--- src/rtl/ti_pkg.sv ---
// Shared types, payload mode encodings and parameter checks for the payload gate.
package ti_pkg;

    typedef enum logic [1:0] {
        StIdle,
        StCount,
        StFired,
        StDone
    } state_e;

    localparam int unsigned MODE_FORCE0 = 0;
    localparam int unsigned MODE_INVERT = 1;
    localparam int unsigned MODE_FORCE1 = 2;

    // The threshold has to be reachable by the counter without wrapping.
    function automatic bit thresh_ok(input int unsigned thresh, input int unsigned cnt_w);
        longint unsigned max_cnt;
        max_cnt = (64'd1 << cnt_w) - 64'd1;
        return (thresh >= 1) && (64'(thresh) <= max_cnt);
    endfunction

endpackage

--- src/rtl/ti_trig_cnt.sv ---
// Trigger event counter and fired-duration counter with the IDLE/COUNT/FIRED/DONE sequence.
module ti_trig_cnt
    import ti_pkg::*;
#(
    parameter int unsigned CNT_W  = 8,
    parameter int unsigned THRESH = 5,
    parameter int unsigned DUR    = 0
) (
    input  logic             clk,
    input  logic             rst_n,
    input  logic             trig_evt,
    input  logic             clr,
    output logic [CNT_W-1:0] cnt,
    output logic             fired,
    output logic             active
);

    localparam int unsigned      DUR_W    = (DUR == 0) ? 1 : $clog2(DUR + 1);
    localparam logic [DUR_W-1:0] DUR_LAST = DUR_W'((DUR == 0) ? 0 : DUR - 1);
    localparam logic [CNT_W:0]   THRESH_X = (CNT_W + 1)'(THRESH);

    state_e           state;
    logic [DUR_W-1:0] dur;
    logic [CNT_W:0]   cnt_inc;

    assign cnt_inc = {1'b0, cnt} + (CNT_W + 1)'(1);

    // The threshold-reaching event gates its own cycle; DONE ignores events and clr wins.
    always_comb begin
        active = 1'b0;
        if (!clr) begin
            active = (state == StFired) ||
                     (trig_evt && (state != StDone) && (cnt_inc >= THRESH_X));
        end
    end

    always_ff @(posedge clk or negedge rst_n) begin
        if (!rst_n) begin
            state <= StIdle;
            cnt   <= '0;
            dur   <= '0;
            fired <= 1'b0;
        end else if (clr) begin
            state <= StIdle;
            cnt   <= '0;
            dur   <= '0;
            fired <= 1'b0;
        end else begin
            case (state)
                StIdle: begin
                    if (trig_evt) begin
                        cnt <= CNT_W'(1);
                        if (THRESH == 1) begin
                            state <= StFired;
                            dur   <= '0;
                            fired <= 1'b1;
                        end else begin
                            state <= StCount;
                        end
                    end
                end
                StCount: begin
                    if (trig_evt) begin
                        cnt <= cnt_inc[CNT_W-1:0];
                        if (cnt_inc == THRESH_X) begin
                            state <= StFired;
                            dur   <= '0;
                            fired <= 1'b1;
                        end
                    end
                end
                StFired: begin
                    if (DUR != 0) begin
                        if (dur == DUR_LAST) begin
                            state <= StDone;
                            cnt   <= '0;
                            dur   <= '0;
                            fired <= 1'b0;
                        end else begin
                            dur <= dur + DUR_W'(1);
                        end
                    end
                end
                StDone: begin
                    state <= StIdle;
                end
                default: begin
                    state <= StIdle;
                    fired <= 1'b0;
                end
            endcase
        end
    end

endmodule

--- src/rtl/ti_payload_gate.sv ---
// Counts trigger events and, once the threshold is reached, applies a masked payload
// to the registered copy of the host outputs.
module ti_payload_gate
    import ti_pkg::*;
#(
    parameter int unsigned N_OUT  = 39,
    parameter int unsigned CNT_W  = 8,
    parameter int unsigned THRESH = 5,
    parameter int unsigned MODE   = 0,
    parameter int unsigned DUR    = 0
) (
    input  logic             clk,
    input  logic             rst_n,
    input  logic [N_OUT-1:0] fn_out,
    input  logic             trig_evt,
    input  logic [N_OUT-1:0] pay_mask,
    input  logic             clr,
    output logic [N_OUT-1:0] y,
    output logic             fired,
    output logic [CNT_W-1:0] cnt
);

    if (!thresh_ok(THRESH, CNT_W)) begin : g_thresh_check
        $error("THRESH must lie in 1 .. 2**CNT_W-1");
    end

    logic             active;
    logic [N_OUT-1:0] payload;

    ti_trig_cnt #(
        .CNT_W  (CNT_W),
        .THRESH (THRESH),
        .DUR    (DUR)
    ) u_trig_cnt (
        .clk      (clk),
        .rst_n    (rst_n),
        .trig_evt (trig_evt),
        .clr      (clr),
        .cnt      (cnt),
        .fired    (fired),
        .active   (active)
    );

    always_comb begin
        payload = fn_out;
        if (MODE == MODE_FORCE0) begin
            payload = fn_out & ~pay_mask;
        end else if (MODE == MODE_INVERT) begin
            payload = fn_out ^ pay_mask;
        end else if (MODE == MODE_FORCE1) begin
            payload = fn_out | pay_mask;
        end
    end

    always_ff @(posedge clk or negedge rst_n) begin
        if (!rst_n) begin
            y <= '0;
        end else begin
            y <= active ? payload : fn_out;
        end
    end

endmodule

--- config.mk ---
export PLATFORM = sky130hd
export DESIGN_NAME = ti_payload_gate
export DESIGN_NICKNAME = d
export VERILOG_FILES = /design/src/rtl/ti_pkg.sv /design/src/rtl/ti_trig_cnt.sv /design/src/rtl/ti_payload_gate.sv
export SDC_FILE = /design/constraint.sdc
export NUM_CORES = 1
export LEC_CHECK = 0
export ABC_AREA = 0
export BUFFER_PORTS_ARGS = -buffer_cell sky130_fd_sc_hd__buf_2
export CAP_MARGIN = 20
export CORE_UTILIZATION = 47
export CTS_BUF_LIST = sky130_fd_sc_hd__clkbuf_8
export DETAILED_ROUTE_END_ITERATION = 16
export PLACE_DENSITY = 0.87
export SYNTH_ARGS = -nofsm -noshare
export SYNTH_HDL_FRONTEND = slang
export SYNTH_HIERARCHICAL = 1
export SYNTH_SLANG_ARGS = --single-unit
export TNS_END_PERCENT = 1
--- constraint.sdc ---
create_clock -name clk -period 6.2 [get_ports clk]
set_input_delay 0 -clock clk [delete_from_list [all_inputs] [get_ports clk]]
set_output_delay 0 -clock clk [all_outputs]
set_load 0.05 [all_outputs]
* Word-level counts from Yosys, hierarchy flattened
Index checks and enable logic that the tools add are counted.
W data, S select, Z words.
** Storage, ports and cells
- Bits in registers :: 50
- Input bits :: 82
- Output and inout port bits :: 48
** Operators by class
- Add/subtract/negate cells :: 1
- Magnitude comparators :: 1
- Equal/unequal tests :: 8
- Multiplexer cells :: 15
- Bitwise gates (word level) :: 2
- Reduce and logical (&&, ||, !) cells :: 12
** Operators with widths (count)
- $and A39 B39 Y39 :: 1
- $mux W39 :: 1
- $not A39 Y39 :: 1
- $mux W8 :: 3
- $pmux W8 S2 :: 1
- $add A8 B1 Y9 const B :: 1
- $eq A9 B3 Y1 const B :: 1
- $ge A9 B3 Y1 const B :: 1
- $mux W2 :: 4
- $ne A3 B3 Y1 const B :: 2
- $pmux W2 S3 :: 1
- $reduce_and A3 Y1 :: 2
- $reduce_bool A2 Y1 :: 3
- $mux W1 :: 5
- $eq A2 B2 Y1 const B :: 2
- $reduce_and A4 Y1 :: 1
- $reduce_bool A4 Y1 :: 1
- $ne A3 B2 Y1 const B :: 1
- $reduce_bool A3 Y1 :: 1
- $eq A2 B1 Y1 const B :: 1
- $logic_and A1 B1 Y1 :: 2
- $logic_not A2 Y1 :: 1
- $ne A2 B2 Y1 const B :: 1
- $logic_or A1 B1 Y1 :: 1

* Logic depth before layout (Yosys ltp)
- Depth in word-level cells :: 6
- Mapped depth :: 9

* Cells and area by module
The synthesis kept the hierarchy.
** By module, submodules not included
- ti_payload_gate :: times used 1, cells an instance 82, area an instance 1355.0 µm², sequential area each 975.9 µm²
- ti_trig_cnt :: times used 1, cells an instance 86, area an instance 743.2 µm², sequential area each 275.3 µm²

* Worst setup path after synthesis
Ideal clock, no wire load.
- Path type :: register to register
- Start point :: register u_trig_cnt.cnt[0]
- End point :: register y[27]
- Library setup time :: 0.122 ns
- Arrival :: 2.396 ns
- Data required time :: 6.078 ns
- Slack :: 3.682 ns
- Cell stages (with the launch flop) :: 10
- Cell sequence :: dfrtp_1 -> ha_1 -> clkbuf_1 -> nand3_1 -> nor3_1 -> a311oi_4 -> a311oi_1 -> buf_6 -> buf_12 -> a21boi_2
** Between the ends
- Word-level cells in the longest chain between the ends :: 6
** RTL lines
- from (decl) :: line ti_trig_cnt.sv:13 : output logic [CNT_W-1:0] cnt,
- from (signal assigned) :: line ti_trig_cnt.sv:64 : cnt <= cnt_inc[CNT_W-1:0];
- $add A8 B1 Y9 :: line ti_trig_cnt.sv:26 : assign cnt_inc = {1'b0, cnt} + (CNT_W + 1)'(1);
- $ge A9 B3 Y1 :: line ti_trig_cnt.sv:33 : (trig_evt && (state != StDone) && (cnt_inc >= THRESH_X));
- $logic_and A1 B1 Y1 :: line ti_trig_cnt.sv:33
- $logic_or A1 B1 Y1 :: line ti_trig_cnt.sv:32 : active = (state == StFired) ||
- $mux W1 :: line ti_trig_cnt.sv:31 : if (!clr) begin
- named net active :: line ti_payload_gate.sv:27 : logic active;
- $mux W39 :: line ti_payload_gate.sv:59 : y <= active ? payload : fn_out;
- to (signal assigned) :: line ti_payload_gate.sv:59
- to (decl) :: line ti_payload_gate.sv:18 : output logic [N_OUT-1:0] y,
The timed path passes the listed nets, and every way through them passes these cells.
A chain may end at the register's enable or synchronous reset.

* Worst setup path in the final report
- Start point :: register u_trig_cnt.cnt[0]
- End point :: register y[10]
Same word-level chain as after synthesis.

==> results by group <==
Floorplanning
  • Die area: 4740 um2
  • Io pins: 130
  • # rows: 23
  • Core Footprint: 4140 um2
  • Starting Density: 0.506
  • Die width: 68.8 um
  • Die Height: 68.8 um

Global routing
  • Initial antenna violation count: 0
  • Vias in the first global route: 2441
  • First-pass GRT wire length: 12300 um
  • Pin count of the biggest net entering global routing: 51
  • GRT Util Overall: 0.371
  • Grt ovf: 0

Yosys
  • Number of synthesized flops with an enable pin: 0
  • Synth cell count leaders: 50 x dfrtp_1, 30 x a21boi_0, 11 x nand2_1
  • Yosys warning count: 6
  • Syn Nets: 252
  • Synthesized cell area: 2100 um2
  • Count leader, synth: dfrtp_1
  • Yosys cell types: 38
  • Yosys reg bits: 50
  • Synthesized area per cell: 12.5 um2
  • Post-synth top area share: 0.596
  • Dominant cell type by area after synthesis: dfrtp_1
  • Syn Inst Count: 168
  • Largest cells by area after synthesis: dfrtp_1 60%, a21boi_0 11%, a21boi_2 4.8%
  • Seq/Total Area, Yosys: 0.596
  • Ys flop type: dfrtp_1
  • Async SR Flop Fraction: 1.00

Worst setup path
  • R2R cell count: 8
  • WP data arrival: 3630 ps
  • CP Cell Sequence: ha_1 -> nand3_1 -> nor3_1 -> a311oi_4 -> a311oi_4 -> buf_4 -> a21boi_0 -> dlygate4sd3_1
  • Critical setup path kind: reg -> reg
  • Crit-path max cell delay: 630 ps
  • Crit path top cell by count: a311oi_4
  • Category of the worst setup path launch point: flop
  • Worst Path Max Fanout: 27
  • Worst setup EP type: flop
  • Slowest stage cell on the critical path: dlygate4sd3_1
  • Critical path data required time: 6380 ps

Route
  • Total number of vias: 2357
  • DRC Markers: 0
  • Remaining antenna violation count: 0
  • Routed Wire Length: 8600 um
  • Initial drt markers: 146
  • Length of the first detailed-routing pass in iterations: 5
  • Vias per cell: 5.49
  • Wire length per cell: 20.1 um

Min path
  • Hold Crit Class: in -> async

STA
  • Fin crit period: 3450 ps
  • Relative slew slack: 0.567
  • Unrepaired setup endpoints after global routing: false
  • Final Cycle Share: 0.557
  • Final setup vio count: 0
  • Hold Vio Cnt, Final: 0
  • Setup TNS: 0 ps
  • Slew of the pin with the lowest slew margin: 649 ps
  • Worst hold margin: 82.2 ps
  • Max Clk Rate: 290 MHz
  • Clk_skew: 13.6 ps
  • Max Slew Vio Count: 0

Clock tree
  • # hold bufs at CTS: 81
  • H-tree depth: 2
  • CTS root buf: clkbuf_8
  • Skew-Pair Late Insertion Delay: 300 ps
  • CTS tree: done
  • Clock transition at path regs: 100 ps
  • Clock sinks: 50
  • Clk buf depth: 2
  • CTS buffer count: 5
  • Post-CTS setup buffers: 0
  • Resized cells post-CTS: 0

Layout
  • Antenna Cells: 0
  • Layout Nets: 462
  • Synth-to-Final Area Change: 76.2%
  • Layout fillers: 163
  • Layout cells sized above 1: 0.409

Run
  • Max-Cap Viols: 0

Power and ir drop
  • Peak supply drop: 0.146 mV
  • Leak: 1.82 nW
  • Pwr dens: 195 nW/um2

Placement
  • Post-DP HPWL: 3770 um
  • Routability cong.: 0.836
  • PortBufs: 129

Outcome
  • Status: complete, no violations
-- cell type report --
class / count / area (um2) / area share
repair buffers: 212 / 1480 / 0.401
flip-flops and latches: 50 / 1250 / 0.338
multi-input cells: 107 / 787 / 0.213
clock buffers: 7 / 96.3 / 0.0261
well taps: 50 / 62.6 / 0.0169
clock inverters: 1 / 8.76 / 0.00237
inverters: 2 / 7.51 / 0.00203
-- path summary, 6_finish.rpt --
path	startpoint	endpoint	slack, ps
setup reg to reg	u_trig_cnt/cnt[0]	y[10]	2750
hold / removal	rst_n	y[11]	80
hold reg to reg	u_trig_cnt/cnt[6]	u_trig_cnt/cnt[6]	580
setup / recovery	u_trig_cnt/cnt[0]	y[10]	2750
max in group asynchronous	rst_n	y[19]	5620
min in group clk	fn_out[32]	y[32]	480
-- cell usage in the layout, fill, tap and decap left out, drive strengths merged, types with 3 or more instances in the layout --
master and instances:
buf 131, dlygate4sd3 81, dfrtp 50, a21boi 40, nand2 11, o21ai 11
nor2 9, clkbuf 7, nor2b 5, a31oi 3, and3 3
-- flip-flops by register name (all words and copies together) (netlist names) --
name and count:
u_trig_cnt/cnt 8, u_trig_cnt/fired 1, u_trig_cnt/state 2, y 39
-- worst max-delay path, delay by kind of cell (launching register included) --
family	cells	cell delay, ps
flops	1	450
buf+inv	2	1080
simple gates	2	590
fa+ha+maj	1	320
compound gates	3	880
-- per-stage QoR --
stage          utilization  cells  area (um2)  setup WS (ps)  total power, W
3_5_place_dp         0.666    339        2760           3610        0.000468
3_3_place_gp         0.666    339        2760           3760        0.000465
6_report             0.892    429        3700           2750        0.000723
5_1_grt              0.892    429        3700           2600        0.000749
4_1_cts              0.887    428        3680           3080        0.000711
2_1_floorplan            -    168        2100           3680        0.000418
-- routing by layer --
layer	routed length, um	up-vias	track usage
li1	-	1015	-
met1	3080	1123	0.422
met2	4250	172	0.621
met3	762	47	0.102
met4	512	0	0.227
met5	0	-	0
-- logic make-up after synthesis --
family,Yosys count,share of synthesized area
buf+inv,11,0.0370
flops,50,0.596
fa+ha+maj,2,0.0119
compound gates,65,0.251
xor+xnor,1,0.00417
simple gates,39,0.0996
-- where the power goes --
part           total [W]  switching, W  internal [W]
logic           0.000167     0.0000943     0.0000725
registers       0.000346    0.00000643      0.000340
clock network   0.000210      0.000107      0.000102
(Power assumes the default switching activity.)
